File: src/rtl/u409_pci_cycle_sequencer.sv
// rtl/u409_pci_cycle_sequencer.sv - 68040-to-PCI single-beat master cycle sequencer
// Turns a decoded 68040 transfer into a PCI address/data cycle with retry and abort handling.
`timescale 1ns/1ps
module u409_pci_cycle_sequencer #(
    parameter int DEVSEL_TIMEOUT = 5,
    parameter int RETRY_LIMIT    = 15
) (
    input  logic       CLK40,
    input  logic       RESET,
    input  logic       TSn,
    input  logic       RWn,
    input  logic       BRIDGE_ENn,
    input  logic       BRIDGE_REG_SPACE,
    input  logic [1:0] PCIAT,
    input  logic       DEVSELn,
    input  logic       TRDYn,
    input  logic       STOPn,
    output logic       FRAMEn,
    output logic       IRDYn,
    output logic       AD_OE,
    output logic [3:0] PCI_CMD,
    output logic       TAn,
    output logic       TEAn,
    output logic       REG_SEL,
    output logic       BUSY
);

    localparam int DW = $clog2(DEVSEL_TIMEOUT + 2);
    localparam int RW = $clog2(RETRY_LIMIT + 2);

    typedef enum logic [2:0] {
        IDLE, ADDR, DATA, RETRY, TURN, REG1, REG2
    } state_t;

    state_t        state;
    logic [DW-1:0] devsel_cnt;
    logic [RW-1:0] retry_cnt;

    function automatic logic [3:0] encode_cmd(input logic [1:0] at, input logic rw);
        case (at)
            2'b10:   encode_cmd = {3'b011, ~rw};
            2'b11:   encode_cmd = {3'b001, ~rw};
            default: encode_cmd = {3'b101, ~rw};
        endcase
    endfunction

    always_ff @(posedge CLK40) begin
        if (RESET) begin
            state      <= IDLE;
            devsel_cnt <= '0;
            retry_cnt  <= '0;
            FRAMEn     <= 1'b1;
            IRDYn      <= 1'b1;
            AD_OE      <= 1'b0;
            PCI_CMD    <= 4'b0000;
            TAn        <= 1'b1;
            TEAn       <= 1'b1;
            REG_SEL    <= 1'b0;
            BUSY       <= 1'b0;
        end else begin
            TAn  <= 1'b1;
            TEAn <= 1'b1;
            case (state)
                IDLE: begin
                    if (!TSn && !BRIDGE_ENn) begin
                        BUSY <= 1'b1;
                        if (BRIDGE_REG_SPACE) begin
                            state   <= REG1;
                            REG_SEL <= 1'b1;
                        end else begin
                            // PCI_CMD doubles as the latched command for re-issued retries
                            state   <= ADDR;
                            FRAMEn  <= 1'b0;
                            AD_OE   <= 1'b1;
                            PCI_CMD <= encode_cmd(PCIAT, RWn);
                        end
                    end
                end
                ADDR: begin
                    state      <= DATA;
                    FRAMEn     <= 1'b1;
                    IRDYn      <= 1'b0;
                    AD_OE      <= 1'b0;
                    devsel_cnt <= '0;
                end
                DATA: begin
                    // Counter reads 0 on the first DATA clock, so an abort takes DEVSEL_TIMEOUT+1 clocks
                    if (!TRDYn) begin
                        state <= TURN;
                        IRDYn <= 1'b1;
                        TAn   <= 1'b0;
                    end else if (!STOPn) begin
                        IRDYn <= 1'b1;
                        if (retry_cnt < RW'(RETRY_LIMIT)) begin
                            state     <= RETRY;
                            retry_cnt <= retry_cnt + 1'b1;
                        end else begin
                            state <= TURN;
                            TEAn  <= 1'b0;
                        end
                    end else if (DEVSELn && devsel_cnt == DW'(DEVSEL_TIMEOUT)) begin
                        state <= TURN;
                        IRDYn <= 1'b1;
                        TEAn  <= 1'b0;
                    end else if (devsel_cnt != DW'(DEVSEL_TIMEOUT)) begin
                        devsel_cnt <= devsel_cnt + 1'b1;
                    end
                end
                RETRY: begin
                    state  <= ADDR;
                    FRAMEn <= 1'b0;
                    AD_OE  <= 1'b1;
                end
                TURN: begin
                    state     <= IDLE;
                    BUSY      <= 1'b0;
                    retry_cnt <= '0;
                    PCI_CMD   <= 4'b0000;
                end
                REG1: begin
                    state <= REG2;
                    TAn   <= 1'b0;
                end
                REG2: begin
                    state     <= IDLE;
                    REG_SEL   <= 1'b0;
                    BUSY      <= 1'b0;
                    retry_cnt <= '0;
                end
                default: begin
                    state <= IDLE;
                    BUSY  <= 1'b0;
                end
            endcase
        end
    end

endmodule

File: config.mk
export PLATFORM = sky130hd
export DESIGN_NAME = u409_pci_cycle_sequencer
export DESIGN_NICKNAME = d
export VERILOG_FILES = /design/src/rtl/u409_pci_cycle_sequencer.sv
export SDC_FILE = /design/constraint.sdc
export NUM_CORES = 1
export LEC_CHECK = 0
export CAP_MARGIN = 20
export CORE_ASPECT_RATIO = 0.8
export CORE_UTILIZATION = 52
export DETAILED_ROUTE_END_ITERATION = 16
export PLACE_DENSITY = 0.8
export SETUP_SLACK_MARGIN = 0.15
export SYNTH_ARGS = -nofsm -noshare
export SYNTH_HDL_FRONTEND = slang
export SYNTH_SLANG_ARGS = --single-unit
File: constraint.sdc
create_clock -name CLK40 -period 4.1 [get_ports CLK40]
set_clock_uncertainty 0.1 [all_clocks]
set_input_delay 1.23 -clock CLK40 [delete_from_list [all_inputs] [get_ports CLK40]]
set_output_delay 1.23 -clock CLK40 [all_outputs]
set_load 0.01 [all_outputs]
== Word level (Yosys, flattened, before mapping) ==
Cells that the tools add are included.

* Reductions and logical operators: 21
* Multipliers: 0
* Muxes and demuxes: 40
* Equal/unequal tests: 20
* Add/subtract/negate cells: 2
* $lt $le $gt $ge: 1
* Shift operators: 0
* Divide/modulo/power cells: 0
* Bitwise operators: 4

{| class="wikitable"
|+ Operators by type and width
! operator !! number
|-
| $mux 3 || 10
|-
| $ne 2x2->1 const B || 9
|-
| $pmux 4 s2 || 2
|-
| $mux 5 || 3
|-
| $pmux 3 s5 || 1
|-
| $mux 1 || 14
|-
| $eq 3x3->1 const B || 4
|-
| $pmux 5 s2 || 1
|-
| $reduce_and 3->1 || 3
|-
| $mux 4 || 2
|-
| $pmux 1 s2 || 4
|-
| $reduce_bool 2->1 || 4
|-
| $eq 3x2->1 const B || 2
|-
| $pmux 1 s3 || 2
|-
| $pmux 3 s2 || 1
|-
| $reduce_and 2->1 || 3
|-
| $add 5x1->5 const B || 1
|-
| $lt 5x4->1 const B || 1
|-
| $reduce_and 5->1 || 1
|-
| $eq 2x2->1 const B || 2
|-
| $ne 4x4->1 const B || 1
|-
| $not 1->1 || 4
|-
| $reduce_and 4->1 || 1
|-
| $reduce_or 4->1 || 1
|-
| other kinds (9) || 11
|}

* Memories: 0
* Logic and storage cells: 99
* Bits in writable memories: 0
* Bits of input ports: 11
* ROM bits: 0
* Output and inout bits: 11
* Latch bits: 0
* Bits in registers: 22

== Depth between registers and ports, before layout ==
* Word-level depth: 6
* Depth in mapped cells: 6
* Mapped depth without buffers: 6

== Least setup slack after synthesis ==
No wires, ideal clock.

* Kind: input to register
* Start: in BRIDGE_ENn
* End: reg PCI_CMD[2]
* Path buffers: 0
* Slack: 1.410 ns
* Library setup time: 0.071 ns
* Data required time: 3.929 ns
* Stages: 4
* Arrival: 2.519 ns
* Cell sequence: or4_4 > or3_4 > or3b_1 > a21oi_1

* Longest elaborated chain between the ends: 4

{| class="wikitable"
|+ RTL lines
! item !! RTL line !! RTL
|-
| start, declared || 12 || <nowiki>input logic BRIDGE_ENn,</nowiki>
|-
| $logic_not 1->1 || 65 || <nowiki>if (!TSn && !BRIDGE_ENn) begin</nowiki>
|-
| $logic_and 1x1->1 || 65 ||
|-
| $ne 2x2->1 (no line) || -- ||
|-
| $reduce_and 3->1 (no line) || -- ||
|-
| end signal, assigned || 75 || <nowiki>PCI_CMD <= encode_cmd(PCIAT, RWn);</nowiki>
|-
| end, declared || 21 || <nowiki>output logic [3:0] PCI_CMD,</nowiki>
|}

Every way passes these cells.
A chain may end at the register's enable or synchronous reset.

== Worst setup path after layout ==
Ends and elaborated chain as after synthesis.

==> flow_metrics.tcl <==
set metrics [dict create \
    synth_top_family_by_area "simple AND/OR/NAND/NOR gates" \
    synthAdderAreaFrac_pct 3.79 \
    yosys.area.top_type_share_pct 44.5 \
    cts_buffers 3 \
    synth_seq_area_share_pct 44.5 \
    cts_hold_buf 0 \
    met1_usage_pct 28.8 \
    drc 0 \
    syn_nets 129 \
    p_switching_uw 129 \
    synthMuxAreaShare_pct 2.28 \
    core-area_um2 1710 \
    preCtsSetupSlack_ps 897 \
    synth.most_common_cell "dfxtp_1" \
    antennaDiodeCount 0 \
    powerDensity_nw_per_um2 372 \
    slowest_stage "or4_4" \
    grt_antenna_before_repair 0 \
    fmax_ghz 0.346 \
    hold_class "flop to flop" \
    avgRoutedWirePerCell_um 13.4 \
    synth_compound_area_share_pct 16.7 \
    grt_max_degree 17 \
    setup_tns_ps 0 \
    via_per_inst 5.67 \
    finalHoldViolCount 0 \
    postCtsSetupBuffers 0 \
    syn2layout_area_growth_pct 26.4 \
    path_delay_family "simple AND/OR/NAND/NOR gates" \
    rsz0062_at_grt "no" \
    start_util_pct 57.9 \
    synth_warnings 0 \
    crit_fanout 4 \
    setup_viol 0 \
    async_flop_share_pct 0 \
    grt_pass1_wl_um 3170 \
    cap_violations 0 \
    yosys.cell_types.count 34 \
    cp-start-kind "input port" \
    synth_xor_area_share_pct 2.65 \
    synth_area_um2 990 \
    fillers 137 \
    synth_ff_type "dfxtp_1" \
    wl_um 2120 \
    synth_edf_count 0 \
    die_w_um 50.8 \
    grt.busiest_layer "met2" \
    clkTransAtPathRegs_ps 120 \
    overflow 0 \
    final_nets 151 \
    worst_pin_slew_ps 590 \
    die_h_um 41.0 \
    crit_required_ps 4240 \
    ys_ff_latch 22 \
    dr_total_vias 896 \
    dp_hpwl_um 1560 \
    postSynthCellCount 115 \
    yosysTopAreaCell "dfxtp_1" \
    dr.pass1.iters 4 \
    switching_share_pct 27.8 \
    slowest_delay_ps 500 \
    postRouteAntennaNets 0 \
    status "completed" \
    syn_avg_cell_area_um2 8.61 \
    worst-path-buf-inv 1 \
    layout_min_cycle_time_ps 2890 \
    design.die.area_um2 2080 \
    cts_tree "done" \
    combinationalPowerShare_pct 21.1 \
    io_pins 22 \
    p_int_uw 336 \
    worst_hold_startpoint "PCI_CMD[2]$_SDFFE_PP0P_" \
    use_met2_pct 34.0 \
    synth_commonest_cells "dfxtp_1 (22), nor2_1 (18), a21oi_1 (10)" \
    final-max-slew-violation-count 0 \
    p_seq_share_pct 53.2 \
    drt_iter0_drc 29 \
    worstSkewPairLatency_ps 300 \
    path_cells "clkdlybuf4s50_1 > or4_4 > or3_4 > or3b_1 > a21oi_1" \
    grtUsageTotal_pct 21.6 \
    drive_gt1_share_pct 8.82 \
    std_cell_rows 13 \
    crit_start "BRIDGE_ENn" \
    finalCritPeriodShare_pct 70.4 \
    cp.arrival_ps 3020 \
    met3_usage_pct 7.41 \
    fin_util_pct 73.3 \
    grt_pass1_vias 707 \
    clock_path_buffers 2 \
    synthTopCellsByArea "dfxtp_1 (45%), nor2_1 (6.8%), a21oi_1 (5.1%), ha_1 (3.8%), nand2_1 (3.0%)" \
    synth-simple-area-share_pct 26.5 \
    leakagePower_nw 0.482 \
    ir_worst_vdd_v 0.000393 \
    end_kind "flop" \
    place_area_um2 1210 \
    port_buffers 21 \
    critical_path_class "input port to flop" \
    max-slew-margin-rel_pct 60.5 \
    ctsResizeCount 0 \
    fin_area_um2 1250 \
    h-tree-depth 1 \
    r2r-start "state[2]$_SDFFE_PP0P_" \
    power_frac_clock_pct 25.7 \
    cts_sinks 22 \
    clockRootBuffer "clkbuf_4" \
    worst_slack_ps 1210 \
    place_congestion 0.783 \
]
[worst paths after layout]
check / endpoint / slack [ps] / cells after the start
hold / removal: PCI_CMD[2]$_SDFFE_PP0P_ / 360 / 2
setup / recovery: PCI_CMD[2]$_SDFFE_PP0P_ / 1210 / 5
hold reg to reg: PCI_CMD[2]$_SDFFE_PP0P_ / 360 / 2
setup reg to reg: PCI_CMD[2]$_SDFFE_PP0P_ / 2050 / 4
[registers in the layout, indices dropped and copies added, names as in the netlist]
| name | count |
|---|---|
| IRDYn | 1 |
| retry_cnt | 5 |
| TEAn | 1 |
| TAn | 1 |
| PCI_CMD | 4 |
| devsel_cnt | 3 |
| state | 3 |
| FRAMEn | 1 |
| REG_SEL | 1 |
| AD_OE | 1 |
| BUSY | 1 |
[power by group through the flow]
stage | clock, mW | sequential (mW) | combinational, mW
global route | 0.131 | 0.250 | 0.108
CTS | 0.122 | 0.247 | 0.0984
floorplan | 0 | 0.246 | 0.0593
finish | 0.120 | 0.247 | 0.0984
detailed placement | 0 | 0.252 | 0.0973
global placement | 0 | 0.251 | 0.0957
[routing by layer]
layer / up-vias / wire length (um)
met2: 26 / 998
met5: - / 0
met3: 2 / 119
met1: 417 / 994
met4: 0 / 7
li1: 451 / -
[worst min-delay path, stage by stage (launching register included)]
cell and delay, ps:
dfxtp_1 330, nand2_1 50, a21oi_1 50
[per-stage QoR]
step | hold WS [ps] | cells | power, mW
CTS | 360 | 158 | 0.468
global placement | 344 | 154 | 0.347
finish | 361 | 158 | 0.465
floorplan | 337 | 115 | 0.306
global route | 374 | 158 | 0.488
detailed placement | 343 | 154 | 0.349
[layout by cell type (no fill, tap or decap)]
master | synthesis | layout
a2bb2oi_1 | 2 | 2
xor2_1 | 3 | 3
a21oi_1 | 10 | 10
or3b_1 | 1 | 1
or3b_2 | 1 | 1
or2_2 | 1 | 1
o21ai_0 | 4 | 4
nand4_1 | 3 | 3
a211oi_1 | 1 | 1
or3_4 | 1 | 1
and2_1 | 2 | 2
clkdlybuf4s50_1 | 0 | 21
a31oi_1 | 3 | 3
nand2b_1 | 1 | 1
nor4bb_1 | 1 | 1
inv_1 | 4 | 4
buf_4 | 0 | 1
or4b_2 | 1 | 1
and3_1 | 2 | 2
clkbuf_8 | 0 | 1
o21bai_1 | 1 | 1
a311oi_1 | 1 | 1
nor2b_1 | 2 | 2
a221o_1 | 2 | 2
or4_4 | 1 | 1
nand3_1 | 2 | 2
nor2_1 | 18 | 18
clkbuf_4 | 0 | 3
o21a_1 | 1 | 1
or3_1 | 1 | 1
mux2_2 | 2 | 2
nand2_1 | 8 | 8
dfxtp_1 | 22 | 22
nor3_1 | 4 | 4
ha_1 | 3 | 3
a22oi_1 | 1 | 1
[kinds of logic (layout without fill, tap and decap cells)]
family | after synthesis | after routing
buffers and inverters | 9 | 30
AOI/OAI and AO/OA | 26 | 26
muxes | 2 | 2
DFF | 22 | 22
xor gates and xnor gates | 3 | 3
adders and majority gates | 3 | 3
and+or+nand+nor | 50 | 50
[final cells by class]
type | instances | area, um2 | area share [%]
clock buffer | 4 | 36.3 | 2.90
inverter | 4 | 15.0 | 1.20
tap | 22 | 27.5 | 2.20
multi-input combinational | 84 | 514 | 41.1
sequential | 22 | 440 | 35.2
timing repair buffer | 22 | 218 | 17.4
Note: power is estimated with default switching activity, not from simulation.
